<file path="config.mk">
export PLATFORM = sky130hd
export DESIGN_NAME = sub_divider_flat
export DESIGN_NICKNAME = d
export VERILOG_FILES = /design/src/rtl/sub_divider_if.sv /design/src/rtl/sub_divider.sv /design/src/flat_wrapper.sv
export SDC_FILE = /design/constraint.sdc
export NUM_CORES = 1
export LEC_CHECK = 0
export CORE_MARGIN = 5
export CORE_UTILIZATION = 31
export CTS_BUF_LIST = sky130_fd_sc_hd__clkbuf_4 sky130_fd_sc_hd__clkbuf_8
export CTS_CLUSTER_SIZE = 30
export DETAILED_ROUTE_END_ITERATION = 10
export GPL_TIMING_DRIVEN = 0
export HOLD_SLACK_MARGIN = 0.05
export SLEW_MARGIN = 15
export SYNTH_ARGS = -nofsm -noshare
export SYNTH_HDL_FRONTEND = slang
export SYNTH_SLANG_ARGS = --single-unit
export TNS_END_PERCENT = 10
</file>
<file path="constraint.sdc">
create_clock -name clk -period 3.21 [get_ports clk]
set_clock_uncertainty 0.2 [all_clocks]
set_input_delay 0.321 -clock clk [delete_from_list [all_inputs] [get_ports clk]]
set_output_delay 0.321 -clock clk [all_outputs]
set_load 0.02 [all_outputs]
</file>
<file path="src/rtl/sub_divider_if.sv">
// sub_divider_if -- host-side bundle for the repeated-subtraction divider.
//
// Signals:
//   start        host -> divider  request pulse, honoured only while the divider is idle
//   dividend     host -> divider  unsigned dividend, captured with an accepted start
//   divisor      host -> divider  unsigned divisor, captured with an accepted start
//   busy         divider -> host  high while subtraction steps are running
//   done         divider -> host  one-cycle pulse, results valid
//   quotient     divider -> host  result quotient
//   remainder    divider -> host  result remainder
//   div_by_zero  divider -> host  last operation had a zero divisor
//   cycles       divider -> host  subtraction cycles of the last operation
//                                 (only with SUB_DIVIDER_CYCLE_COUNT_EN defined)
//
// Modports: master = host side, slave = divider side.
interface sub_divider_if #(
    parameter int WIDTH = 8
);
    logic             start;
    logic [WIDTH-1:0] dividend;
    logic [WIDTH-1:0] divisor;
    logic             busy;
    logic             done;
    logic [WIDTH-1:0] quotient;
    logic [WIDTH-1:0] remainder;
    logic             div_by_zero;
`ifdef SUB_DIVIDER_CYCLE_COUNT_EN
    logic [WIDTH:0]   cycles;
`endif

    modport master (
        output start,
        output dividend,
        output divisor,
        input  busy,
        input  done,
        input  quotient,
        input  remainder,
`ifdef SUB_DIVIDER_CYCLE_COUNT_EN
        input  cycles,
`endif
        input  div_by_zero
    );

    modport slave (
        input  start,
        input  dividend,
        input  divisor,
        output busy,
        output done,
        output quotient,
        output remainder,
`ifdef SUB_DIVIDER_CYCLE_COUNT_EN
        output cycles,
`endif
        output div_by_zero
    );
endinterface

</file>
<file path="src/rtl/sub_divider.sv">
// sub_divider -- unsigned divider by repeated subtraction (datapath + FSM).
//
// Each SUB cycle subtracts the divisor from the working remainder and counts
// one quotient step, until the remainder drops below the divisor. A zero
// divisor finishes after a single SUB cycle with quotient all ones, the
// dividend as remainder and div_by_zero set.
//
// Ports:
//   clk  system clock, rising edge
//   clr  asynchronous active-high clear; forces IDLE and zeroes every register
//   bus  sub_divider_if.slave: start/dividend/divisor in,
//        busy/done/quotient/remainder/div_by_zero out
//
// Optional feature: SUB_DIVIDER_CYCLE_COUNT_EN adds bus.cycles, the number of
// clock cycles spent in SUB by the last completed operation.
module sub_divider #(
    parameter int WIDTH = 8
) (
    input  logic         clk,
    input  logic         clr,
    sub_divider_if.slave bus
);
    typedef enum logic [1:0] {
        IDLE = 2'd0,
        SUB  = 2'd1,
        DONE = 2'd2
    } state_t;

    localparam logic [WIDTH-1:0] ONE_W = WIDTH'(1);

    state_t           state_q, state_d;
    logic [WIDTH-1:0] a_q, a_d;         // working remainder
    logic [WIDTH-1:0] b_q, b_d;         // captured divisor
    logic [WIDTH-1:0] q_q, q_d;         // quotient counter
    logic [WIDTH-1:0] quot_q, quot_d;   // result registers, loaded on SUB->DONE
    logic [WIDTH-1:0] rem_q, rem_d;
    logic             dbz_q, dbz_d;

    logic [WIDTH-1:0] a_minus_b;
    logic             a_ge_b;

    assign a_minus_b = a_q - b_q;
    assign a_ge_b    = (a_q >= b_q);

`ifdef SUB_DIVIDER_CYCLE_COUNT_EN
    localparam logic [WIDTH:0] ONE_C = (WIDTH+1)'(1);
    logic [WIDTH:0] cyc_cnt_q, cyc_cnt_d;
    logic [WIDTH:0] cycles_q, cycles_d;
`endif

    always_comb begin
        state_d = state_q;
        a_d     = a_q;
        b_d     = b_q;
        q_d     = q_q;
        quot_d  = quot_q;
        rem_d   = rem_q;
        dbz_d   = dbz_q;
`ifdef SUB_DIVIDER_CYCLE_COUNT_EN
        cyc_cnt_d = cyc_cnt_q;
        cycles_d  = cycles_q;
`endif
        case (state_q)
            IDLE: begin
                if (bus.start) begin
                    a_d     = bus.dividend;
                    b_d     = bus.divisor;
                    q_d     = '0;
                    dbz_d   = 1'b0;
`ifdef SUB_DIVIDER_CYCLE_COUNT_EN
                    cyc_cnt_d = '0;
`endif
                    state_d = SUB;
                end
            end
            SUB: begin
`ifdef SUB_DIVIDER_CYCLE_COUNT_EN
                cyc_cnt_d = cyc_cnt_q + ONE_C;
`endif
                if (b_q == '0) begin
                    q_d     = '1;
                    quot_d  = '1;
                    rem_d   = a_q;
                    dbz_d   = 1'b1;
                    state_d = DONE;
`ifdef SUB_DIVIDER_CYCLE_COUNT_EN
                    // include the current SUB cycle in the reported count
                    cycles_d = cyc_cnt_q + ONE_C;
`endif
                end else if (a_ge_b) begin
                    a_d = a_minus_b;
                    q_d = q_q + ONE_W;
                end else begin
                    quot_d  = q_q;
                    rem_d   = a_q;
                    state_d = DONE;
`ifdef SUB_DIVIDER_CYCLE_COUNT_EN
                    cycles_d = cyc_cnt_q + ONE_C;
`endif
                end
            end
            DONE: begin
                state_d = IDLE;
            end
            default: begin
                state_d = IDLE;
            end
        endcase
    end

    always_ff @(posedge clk or posedge clr) begin
        if (clr) begin
            state_q <= IDLE;
            a_q     <= '0;
            b_q     <= '0;
            q_q     <= '0;
            quot_q  <= '0;
            rem_q   <= '0;
            dbz_q   <= 1'b0;
        end else begin
            state_q <= state_d;
            a_q     <= a_d;
            b_q     <= b_d;
            q_q     <= q_d;
            quot_q  <= quot_d;
            rem_q   <= rem_d;
            dbz_q   <= dbz_d;
        end
    end

`ifdef SUB_DIVIDER_CYCLE_COUNT_EN
    always_ff @(posedge clk or posedge clr) begin
        if (clr) begin
            cyc_cnt_q <= '0;
            cycles_q  <= '0;
        end else begin
            cyc_cnt_q <= cyc_cnt_d;
            cycles_q  <= cycles_d;
        end
    end

    assign bus.cycles = cycles_q;
`endif

    // busy/done decode directly from the state flop, so clr drops them at once
    assign bus.busy        = (state_q == SUB);
    assign bus.done        = (state_q == DONE);
    assign bus.quotient    = quot_q;
    assign bus.remainder   = rem_q;
    assign bus.div_by_zero = dbz_q;
endmodule

</file>
<file path="src/flat_wrapper.sv">
// flat-port wrapper written by rule: the top's interface ports become plain ports
module sub_divider_flat 
#(
    parameter int WIDTH = 8
)
  (clk, clr, bus_start, bus_dividend, bus_divisor, bus_busy, bus_done, bus_quotient, bus_remainder, bus_div_by_zero);
  sub_divider_if #(.WIDTH(WIDTH)) bus_i ();
  input  logic clk;
  input  logic clr;
  input wire logic [$bits(bus_i.start)-1:0] bus_start;
  input wire logic [$bits(bus_i.dividend)-1:0] bus_dividend;
  input wire logic [$bits(bus_i.divisor)-1:0] bus_divisor;
  output wire logic [$bits(bus_i.busy)-1:0] bus_busy;
  output wire logic [$bits(bus_i.done)-1:0] bus_done;
  output wire logic [$bits(bus_i.quotient)-1:0] bus_quotient;
  output wire logic [$bits(bus_i.remainder)-1:0] bus_remainder;
  output wire logic [$bits(bus_i.div_by_zero)-1:0] bus_div_by_zero;
  assign bus_i.start = bus_start;
  assign bus_i.dividend = bus_dividend;
  assign bus_i.divisor = bus_divisor;
  assign bus_busy = bus_i.busy;
  assign bus_done = bus_i.done;
  assign bus_quotient = bus_i.quotient;
  assign bus_remainder = bus_i.remainder;
  assign bus_div_by_zero = bus_i.div_by_zero;
  sub_divider #(.WIDTH(WIDTH)) u_core (.clk(clk), .clr(clr), .bus(bus_i));
endmodule
</file>
# After elaboration in Yosys (flattened, before gate mapping)
# Index checks and enable logic that the tools add are counted.
[totals]
regBits = 43
inputBits = 19
output_inout_bits = 19
[classes]
add_sub_neg = 2
magnitude_cmp = 1
n_eq_ne = 9
muxes = 19
n_reduce_logical = 9
[ops]
columns = ["op", "n"]
rows = [
  ["2-to-1 mux 8 bit", 10],
  ["case mux 8 bit (2 select lines)", 2],
  ["adder 8 x 1 -> 8 bit, second input constant", 1],
  [">= comparator 8 bit", 1],
  ["zero test 8 bit", 1],
  ["subtractor 8 bit", 1],
  ["2-to-1 mux 2 bit", 3],
  ["inequality test 2 bit, second input constant", 3],
  ["AND reduction 2 bit", 3],
  ["AND reduction 3 bit", 2],
  ["inequality test 2 x 1 -> 1 bit, second input constant", 2],
  ["case mux 2 bit (2 select lines)", 1],
  ["AND reduction 4 bit", 1],
  ["inequality test 3 x 1 -> 1 bit, second input constant", 1],
  ["inequality test 3 bit, second input constant", 1],
  ["== test 2 x 1 -> 1 bit, second input constant", 1],
  ["== test 2 bit, second input constant", 1],
  ["zero test 2 bit", 1],
  ["2-to-1 mux 1 bit", 2],
  ["case mux 1 bit (2 select lines)", 1],
  ["nonzero test 2 bit", 1],
]

# Logic depth before layout (Yosys ltp)
# Gate-level depths: netlist (run 1).
[depth]
depth_word = 4
mapped_depth = 11
ltp_nobuf = 10

# Worst setup path before layout (run 1)
# No wires, ideal clock.
[synth_timing]
path_type = "register to register"
start = "register u_core.a_q[0]"
end = "register u_core.a_q[2]"
arrival_time_ns = 2.002
path_slack_ns = 0.884
stages_incl_launch_ff = 10
period_less_slack_ns = 2.326
cell_sequence = "dfrtp_1 -> inv_1 -> ha_1 -> inv_1 -> fa_1 -> nand3_1 -> a311oi_2 -> or2_4 -> a31o_4 -> mux2_2"
[synth_between]
elab_chain_cells = 4
elab_cells_between_ends = 7
classes_between = "1 x add/sub; 1 x order compare; 1 x eq/ne; 3 x mux; 1 x reduce/logical"
[synth_rtl]
columns = ["item", "line", "source"]
rows = [
  ["start: declaration", "sub_divider.sv:32", "logic [WIDTH-1:0] a_q, a_d;"],
  ["start signal: assignment", "sub_divider.sv:114", "a_q <= '0;"],
  ["start signal: assignment", "sub_divider.sv:122", "a_q <= a_d;"],
  ["subtractor 8 bit", "sub_divider.sv:42", "assign a_minus_b = a_q - b_q;"],
  ["2-to-1 mux 8 bit", "sub_divider.sv:90", "end else if (a_ge_b) begin"],
  ["2-to-1 mux 8 bit", "sub_divider.sv:80", "if (b_q == '0) begin"],
  ["case mux 8 bit (2 select lines)", "sub_divider.sv:63", "case (state_q)"],
]
# Several ways; a longest one is shown, not always the timed one. The select of a mux whose other input is x is not followed.
# A chain may end at the register's enable or synchronous reset.

# Worst setup path after layout (run 1)
[layout_timing]
start = "register u_core.b_q[0]"
end = "register u_core.rem_q[7] (netlist: u_core.bus.remainder[7])"
[layout_between]
elab_chain_cells = 3
elab_cells_between_ends = 5
classes_between = "1 x order compare; 1 x eq/ne; 1 x mux; 2 x reduce/logical"
[layout_rtl]
columns = ["item", "line", "source"]
rows = [
  ["start: declaration", "sub_divider.sv:33", "logic [WIDTH-1:0] b_q, b_d;"],
  ["start signal: assignment", "sub_divider.sv:115", "b_q <= '0;"],
  ["start signal: assignment", "sub_divider.sv:123", "b_q <= b_d;"],
  [">= comparator 8 bit / zero test 8 bit (equally long branches)", "sub_divider.sv:43, sub_divider.sv:80", ""],
  ["inequality test 2 bit (no source line)", "--", ""],
  ["AND reduction 2 bit (no source line)", "--", ""],
  ["end signal: assignment", "sub_divider.sv:126", "rem_q <= rem_d;"],
  ["end: declaration", "sub_divider.sv:36", "logic [WIDTH-1:0] rem_q, rem_d;"],
]
# Several ways; a longest one is shown, not always the timed one.

==> flow_summary.ini, run 1 <==
[sta]
tns_ps = 0
rsz0062_at_grt = false
period_share_pct = 79.4
holdWs_ps = 102
post-route-min-period_ps = 2550
setup-violations-final = 0
tightest_slew_ps = 709
fmax_ghz = 0.393
hold_viol_final = 0
slew_viol_final = 0
slew_headroom_pct = 52.5

[clocking]
cts.clk_slew.worst_paths_ps = 80
cts_buffers = 5
cts_setup_buffers = 0
tritoncts = done
hold_buffers = 0
cts_root_buf = clkbuf_8
cts.path.max_buffers = 2
cts_sinks = 43
ctsResizeCount = 0
htree_num_levels = 2
clk_latency_ps = 310

[route]
top_layer_used = met4
vias_per_cell = 4.82
drtPass1Iterations = 4
wl_met2_um = 2440
post_drt_wl_per_cell_um = 14.1
routed_wl_um = 5140
vias = 1759
met3WireLength_um = 221
drt-met1-wl_um = 2390
antenna_left = 0
initialDrtViolationCount = 29
post-route-drc-count = 0

[logic_synthesis]
seq_area_frac_synth_pct = 48.2
synth.net_count = 249
yosys_most_used_dff = dfrtp_1
synth_seq_cells = 43
async_flop_share_pct = 100
synth_edf_count = 0
synth_cell_types = 48
syn_avg_cell_area_um2 = 10.1
syn-cell-area_mm2 = 0.00223
yosysWarnings = 0
synth_cells = 220

[die]
fp.dieH_um = 94.9
start_util_pct = 31.3
rows = 31
core_area_mm2 = 0.00714
die_width_um = 94.9
num_io_pins = 38
die_area_mm2 = 0.00900

[critical_path]
worstSetupStartpointType = flip-flop
slowest_stage = dfrtp_1
cp_data_required_time_ps = 3200
crit_chain = ha_1 -> inv_1 -> fa_1 -> nand3_1 -> a311oi_2 -> or2_4 -> nand2_1 -> nand2_4 -> mux2_2
crit_type = flip-flop to flip-flop
cp-end-kind = flip-flop
reg2reg_slack_ps = 660
worstPathMaxFanout = 9
cp_num_buf_inv = 1
crit_family = simple AND/OR/NAND/NOR gates
cp.arrival_ps = 2540
max_stage_delay_ps = 420

[cells_and_area]
drive_gt1_share_pct = 12.8
num-nets-final = 294
syn2layout_area_growth_pct = 27.3
final_cells = 365
fillers = 723
fin_area_mm2 = 0.00284
n_antenna_cell = 0

[place]
dp_hpwl_um = 3900
dp.cells = 357
io_buffers = 37
place.gp.congestion = 0.829
place_area_mm2 = 0.00275

[flow_run]
drv_cap = 0

[run_status]
status = completed

[worst_hold_path]
min_path_type = input pin to async pin

[global_routing]
antenna_found_initial = 0
grt_max_degree = 29
grt_util_all_layers_pct = 12.4
grt_pass1_vias = 1788
grt_remaining_overflow = 0
grt_pass1_wl_um = 8610

[power_and_ir_drop]
leakage_nw = 1.27
vdd_ir_drop_max_uv = 376
power_density_mw_per_mm2 = 1110
stage by stage:
| step | power [mW] | worst slack, ps | util, % |
|---|---|---|---|
| after floorplan | 2.28 | 884 | - |
| after global placement | 2.78 | 657 | 38.2 |
| after detailed placement | 2.82 | 654 | 38.5 |
| after CTS | 3.20 | 646 | 39.8 |
| after global routing | 3.43 | 526 | 39.8 |
| final | 3.15 | 663 | 39.8 |
logic make-up after synthesis:
kind of cell	Yosys count	synth area share, %
mux	18	8.63
buf+inv	22	4.15
xor+xnor	4	1.57
simple gates	74	16.0
flops	43	48.2
fa+ha+maj	10	5.94
compound gates	49	15.5
area by class of cell:
| cell class | count | area, um2 | share of cell area, % |
|---|---|---|---|
| Multi-Input combinational cell | 155 | 1060 | 37.4 |
| Clock inverter | 3 | 26.3 | 0.925 |
| Sequential cell | 43 | 1080 | 37.9 |
| Clock buffer | 5 | 68.8 | 2.42 |
| Timing Repair Buffer | 38 | 390 | 13.7 |
| Buffer | 6 | 32.5 | 1.14 |
| Tap cell | 99 | 124 | 4.36 |
| Inverter | 16 | 60.1 | 2.11 |
Yosys cell counts (2+ instances only):
cell type	count	area, um2
nor3_1	2	10.0
o21a_1	2	15.0
xor2_1	2	17.5
buf_2	2	10.0
dfrtp_1	43	1080
inv_1	15	56.3
nand3b_1	3	22.5
nand2_1	36	135
mux2_2	10	113
mux2i_1	8	80.1
o32a_1	3	30.0
xnor2_1	2	17.5
nand3_1	8	40.0
nor2_1	11	41.3
a21oi_1	4	20.0
o21ai_0	16	80.1
o21bai_1	2	15.0
clkbuf_1	3	11.3
a21o_1	2	15.0
nor4_1	3	18.8
ha_1	9	113
a31oi_1	8	50.1
layer usage:
layer | vias up | GRT usage [%]
li1 | 870 | -
met1 | 848 | 16.5
met2 | 32 | 19.5
met3 | 9 | 2.87
met4 | 0 | 5.05
met5 | - | 0
final timing paths:
| path | startpoint | end | cells after the start |
|---|---|---|---|
| max in group asynchronous | clr | u_core.state_q[1] | 3 |
| worst max-delay path | u_core.b_q[0] | u_core.bus.remainder[7] | 9 |
| worst min-delay path | clr | u_core.bus.remainder[6] | 2 |
| worst min register to register | u_core.bus.quotient[1] | u_core.bus.quotient[1] | 2 |
| min in group clk | u_core.bus.quotient[1] | u_core.bus.quotient[1] | 2 |
| worst max register to register | u_core.b_q[0] | u_core.bus.remainder[7] | 9 |
placed cells by master (no fill, tap or decap), types with 2 or more instances in the layout:
cell,count
buf_2,2
inv_2,2
o21bai_1,2
nand3_1,8
nor3_1,2
clkbuf_8,5
dfrtp_1,43
inv_1,14
ha_1,9
xor2_1,2
a21o_1,2
mux2i_1,8
a21oi_1,4
nand3b_1,3
nand2_1,36
clkdlybuf4s50_1,37
inv_6,2
o32a_1,3
nor2_1,11
xnor2_1,2
o21ai_0,16
nor4_1,3
a31oi_1,8
mux2_2,10
clkbuf_1,3
o21a_1,2
power breakdown:
| part | total [mW] | leakage [nW] | internal (mW) | switching [mW] |
|---|---|---|---|---|
| Sequential | 0.938 | 0.542 | 0.778 | 0.160 |
| Combinational | 1.85 | 0.677 | 0.837 | 1.01 |
| Clock | 0.366 | 0.0491 | 0.160 | 0.206 |
registers in the layout, summed over array words and instances (netlist names):
register / count
u_core.q_q: 8
u_core.bus.div_by_zero: 1
u_core.bus.remainder: 8
u_core.a_q: 8
u_core.b_q: 8
u_core.state_q: 2
u_core.bus.quotient: 8
worst register-to-register path: cells and delay by family (launching register included):
kind | cells | cell delay [ps]
fa+ha+maj | 2 | 420
compound gates | 1 | 310
buf+inv | 1 | 90
flops | 1 | 420
mux | 1 | 350
simple gates | 4 | 640
Note: power is estimated with default switching activity, not from simulation.
==> run 2: changes to the inputs <==
- clock period: 3.21 -> 2.5 ns (I/O delays scaled with it)
==> flow_summary.ini, run 2 (same netlist as run 1, synthesis figures left out) <==
[cells_and_area]
fin_area_mm2 = 0.00298
n_antenna_cell = 0
num-nets-final = 302
syn2layout_area_growth_pct = 33.7
final_cell_mix = 43 x dfrtp_1, 36 x clkdlybuf4s50_1, 35 x nand2_1
drive_gt1_share_pct = 19.3
final_cells = 373
fillers = 709
final_common_cell = dfrtp_1

[die]
num_io_pins = 38
core_area_mm2 = 0.00714
rows = 31
die_area_mm2 = 0.00900
fp.dieH_um = 94.9
start_util_pct = 31.3
die_width_um = 94.9

[clocking]
cts.path.max_buffers = 2
clk_latency_ps = 310
htree_num_levels = 2
cts.clk_slew.worst_paths_ps = 100
tritoncts = done
cts_buffers = 5
cts_root_buf = clkbuf_8
cts_sinks = 43

[place]
dp.cells = 357
io_buffers = 37
dp_hpwl_um = 3900
place_area_mm2 = 0.00275
place.gp.congestion = 0.829

[route]
vias_per_cell = 4.80
post-route-drc-count = 0
post_drt_wl_per_cell_um = 14.5
drtPass1Iterations = 4
initialDrtViolationCount = 52
routed_wl_um = 5390
antenna_left = 0
vias = 1791

[power_and_ir_drop]
power_density_mw_per_mm2 = 1470
vdd_ir_drop_max_uv = 490
total_power_mw = 4.38
leakage_nw = 1.33

[critical_path]
cp_data_required_time_ps = 2500
crit_top_cell = inv_2
cp_num_buf_inv = 3
r2r-end = u_core.q_q[7]
slowest_stage = dfrtp_1
worstSetupStartpointType = flip-flop
crit_chain = inv_2 -> ha_4 -> inv_2 -> fa_2 -> nand3_2 -> a311oi_2 -> buf_4 -> nor2_4 -> a211oi_2 -> and4_1 -> o32a_1
cp.arrival_ps = 2460
worstPathMaxFanout = 6
reg2reg_slack_ps = 40
cp-end-kind = flip-flop
rr_startpoint = u_core.a_q[0]
max_stage_delay_ps = 390
r2r_cells = 11
crit_type = flip-flop to flip-flop
crit_family = adder cells

[sta]
setup-violations-final = 0
holdWs_ps = 300
slew_viol_final = 0
rsz0062_at_grt = true
slew_headroom_pct = 51.9
hold_viol_final = 0
period_share_pct = 98.3
tightest_slew_ps = 718
fmax_ghz = 0.407
post-route-min-period_ps = 2460

[global_routing]
antenna_found_initial = 0
grt_pass1_vias = 1823
grt_max_degree = 29
grt_remaining_overflow = 0
grt_pass1_wl_um = 8900
grt_util_all_layers_pct = 12.9

[flow_run]
drv_cap = 0

[worst_hold_path]
min_path_type = input pin to flip-flop
min_to = u_core.b_q[1]
whs_path_depth = 3
hp-start = bus_divisor[1]

[run_status]
status = completed
run 2: worst max path at each step:
stage             startpoint                       to  cells after the start
5_1_grt        u_core.a_q[0]            u_core.q_q[7]                     11
2_1_floorplan  u_core.a_q[0]            u_core.a_q[2]                      9
3_5_place_dp   u_core.b_q[0]  u_core.bus.remainder[5]                      9
6_report       u_core.a_q[0]            u_core.q_q[7]                     11
4_1_cts        u_core.a_q[0]            u_core.q_q[7]                     11
3_3_place_gp   u_core.b_q[0]  u_core.bus.remainder[2]                      9
run 2: area by class of cell:
class / count / area, um2 / area share (%)
Clock inverter: 3 / 26.3 / 0.881
Sequential cell: 43 / 1080 / 36.1
Buffer: 6 / 32.5 / 1.09
Inverter: 16 / 60.1 / 2.01
Clock buffer: 5 / 68.8 / 2.31
Tap cell: 99 / 124 / 4.15
Timing Repair Buffer: 45 / 460 / 15.4
Multi-Input combinational cell: 156 / 1140 / 38.1
run 2: power breakdown:
part | switching [mW] | internal [mW]
combinational | 1.42 | 1.27
sequential | 0.217 | 0.999
clock | 0.267 | 0.206
total | 1.90 | 2.48
run 2: worst reg2reg max path, stage by stage, from the launching register on:
cell,delay [ps]
dfrtp_1,390
inv_2,80
ha_4,120
inv_2,40
fa_2,390
nand3_2,90
a311oi_2,110
buf_4,170
nor2_4,160
a211oi_2,110
and4_1,200
o32a_1,290
run 2: timing repair:
action / in CTS / in global routing
setup endpoints to repair: 17 / 31
hold buffers: 1 / 0
gates resized for setup: 3 / 16
cloned: 1 / 0
buffers inserted: 4 / 2
endpoints found under the hold margin: 15 / 0
pin swaps: 6 / 7
run 2: per-layer routing:
| metal | global-route usage, % | share of wire [%] | up-vias |
|---|---|---|---|
| met4 | 5.41 | 1.5 | 0 |
| met5 | 0 | 0 | - |
| met3 | 2.87 | 4.3 | 8 |
| met1 | 17.2 | 46 | 867 |
| met2 | 20.1 | 48 | 32 |
| li1 | - | - | 884 |
run 2: per-stage QoR:
step	setup TNS (ps)	setup WS, ps	utilization [%]
2_1_floorplan	0	174	-
3_3_place_gp	-594	-53.3	38.2
3_5_place_dp	-618	-55.8	38.5
4_1_cts	0	3.61	40.8
5_1_grt	-14.3	-14.3	41.8
6_report	0	41.6	41.8
==> run 3: changes to the inputs <==
- CORE_MARGIN: 5 -> 1.5
==> flow_summary.ini, run 3 (same netlist as run 1, synthesis figures left out) <==
[run_status]
status = completed

[critical_path]
crit_chain = ha_4 -> inv_2 -> fa_2 -> nand3_4 -> a311oi_4 -> buf_4 -> nor2_4 -> a211oi_2 -> and4_1 -> o32a_1
rr_startpoint = u_core.b_q[0]
cp_data_required_time_ps = 2500
cp.arrival_ps = 2440
worstPathMaxFanout = 5
cp-end-kind = flip-flop
crit_family = adder cells
slowest_stage = dfrtp_1
crit_start = u_core.b_q[0]
crit_type = flip-flop to flip-flop
cp_num_buf_inv = 2
max_stage_delay_ps = 440
worstSetupStartpointType = flip-flop

[sta]
post-route-min-period_ps = 2440
tightest_slew_ps = 778
slew_viol_final = 0
setup_ws_ps = 63.5
setup-violations-final = 0
hold_viol_final = 0
period_share_pct = 97.5
rsz0062_at_grt = true
slew_headroom_pct = 47.9
holdWs_ps = 58.3
fmax_ghz = 0.410

[die]
die_width_um = 87.9
fp.dieH_um = 87.9
rows = 30
start_util_pct = 32.5
core_area_mm2 = 0.00687
die_area_mm2 = 0.00772
num_io_pins = 38

[place]
place.gp.congestion = 0.835
io_buffers = 37
preCtsSetupSlack_ps = -50.9
dp_hpwl_um = 3600

[route]
post-route-drc-count = 0
drtPass1Iterations = 4
antenna_left = 0
post_drt_wl_per_cell_um = 14.2
vias_per_cell = 4.84
vias = 1789
routed_wl_um = 5260
initialDrtViolationCount = 69

[clocking]
cts.clk_slew.worst_paths_ps = 90
cts_sinks = 43
hold_buffers = 0
clk_latency_ps = 300
cts_buffers = 5
htree_num_levels = 2
tritoncts = done
cts_root_buf = clkbuf_8
cts.path.max_buffers = 2

[global_routing]
grt_util_all_layers_pct = 14.6
antenna_found_initial = 0
grt_max_degree = 27
grt_pass1_wl_um = 8650
grt_pass1_vias = 1725
grt_remaining_overflow = 0

[cells_and_area]
final_common_cell = dfrtp_1
final_cell_mix = 42 x dfrtp_1, 37 x clkdlybuf4s50_1, 35 x nand2_1
n_antenna_cell = 0
drive_gt1_share_pct = 19.7
fillers = 686
num-nets-final = 302
syn2layout_area_growth_pct = 35.5
finish.utilization_pct = 44.0

[power_and_ir_drop]
vdd_ir_drop_max_uv = 530
leakage_nw = 1.33
total_power_mw = 4.58
power_density_mw_per_mm2 = 1510

[worst_hold_path]
min_path_type = input pin to async pin

[flow_run]
drv_cap = 0
[run 3: through the flow]
step	TNS (ps)	std cells	instance area, um2
global route	-293	370	3020
finish	0	370	3020
global placement	-179	353	2720
floorplan	0	220	2230
CTS	0	364	2890
detailed placement	-388	354	2740
[run 3: layer usage]
metal | share of wire, % | vias up | global-route usage [%]
met5 | 0 | - | 0
met2 | 44 | 34 | 20.7
met3 | 3.3 | 9 | 3.11
li1 | - | 892 | -
met1 | 51 | 854 | 21.7
met4 | 1.6 | 0 | 5.34
[run 3: where the power goes]
part | total [mW] | leakage [nW] | switching, mW | internal (mW)
Clock | 0.574 | 0.0587 | 0.271 | 0.303
Combinational | 2.79 | 0.731 | 1.47 | 1.32
Sequential | 1.21 | 0.541 | 0.214 | 1.00
[run 3: path summary, 6_finish.rpt]
check,slack [ps],endpoint,cells after the start
max in group asynchronous,1540,u_core.a_q[1],3
setup / recovery,60,u_core.q_q[7],10
setup reg to reg,60,u_core.q_q[7],10
hold reg to reg,300,u_core.bus.quotient[5],2
hold / removal,60,u_core.q_q[7],2
min in group clk,300,u_core.bus.quotient[5],2
[run 3: cell type report]
class / instances / area [um2] / area share (%)
Clock inverter: 3 / 47.5 / 1.57
Timing Repair Buffer: 45 / 455 / 15.1
Buffer: 6 / 32.5 / 1.08
Multi-Input combinational cell: 156 / 1160 / 38.4
Tap cell: 96 / 120 / 3.97
Sequential cell: 43 / 1080 / 35.6
Clock buffer: 5 / 68.8 / 2.28
Inverter: 16 / 62.6 / 2.07
[run 3: what timing repair did]
| action | CTS | global route |
|---|---|---|
| endpoints found under the hold margin | 0 | 0 |
| buffers inserted | 1 | 6 |
| cloned | 1 | 0 |
| gates resized for setup | 5 | 18 |
| pin swaps | 3 | 7 |
| endpoints found under the setup margin | 18 | 30 |
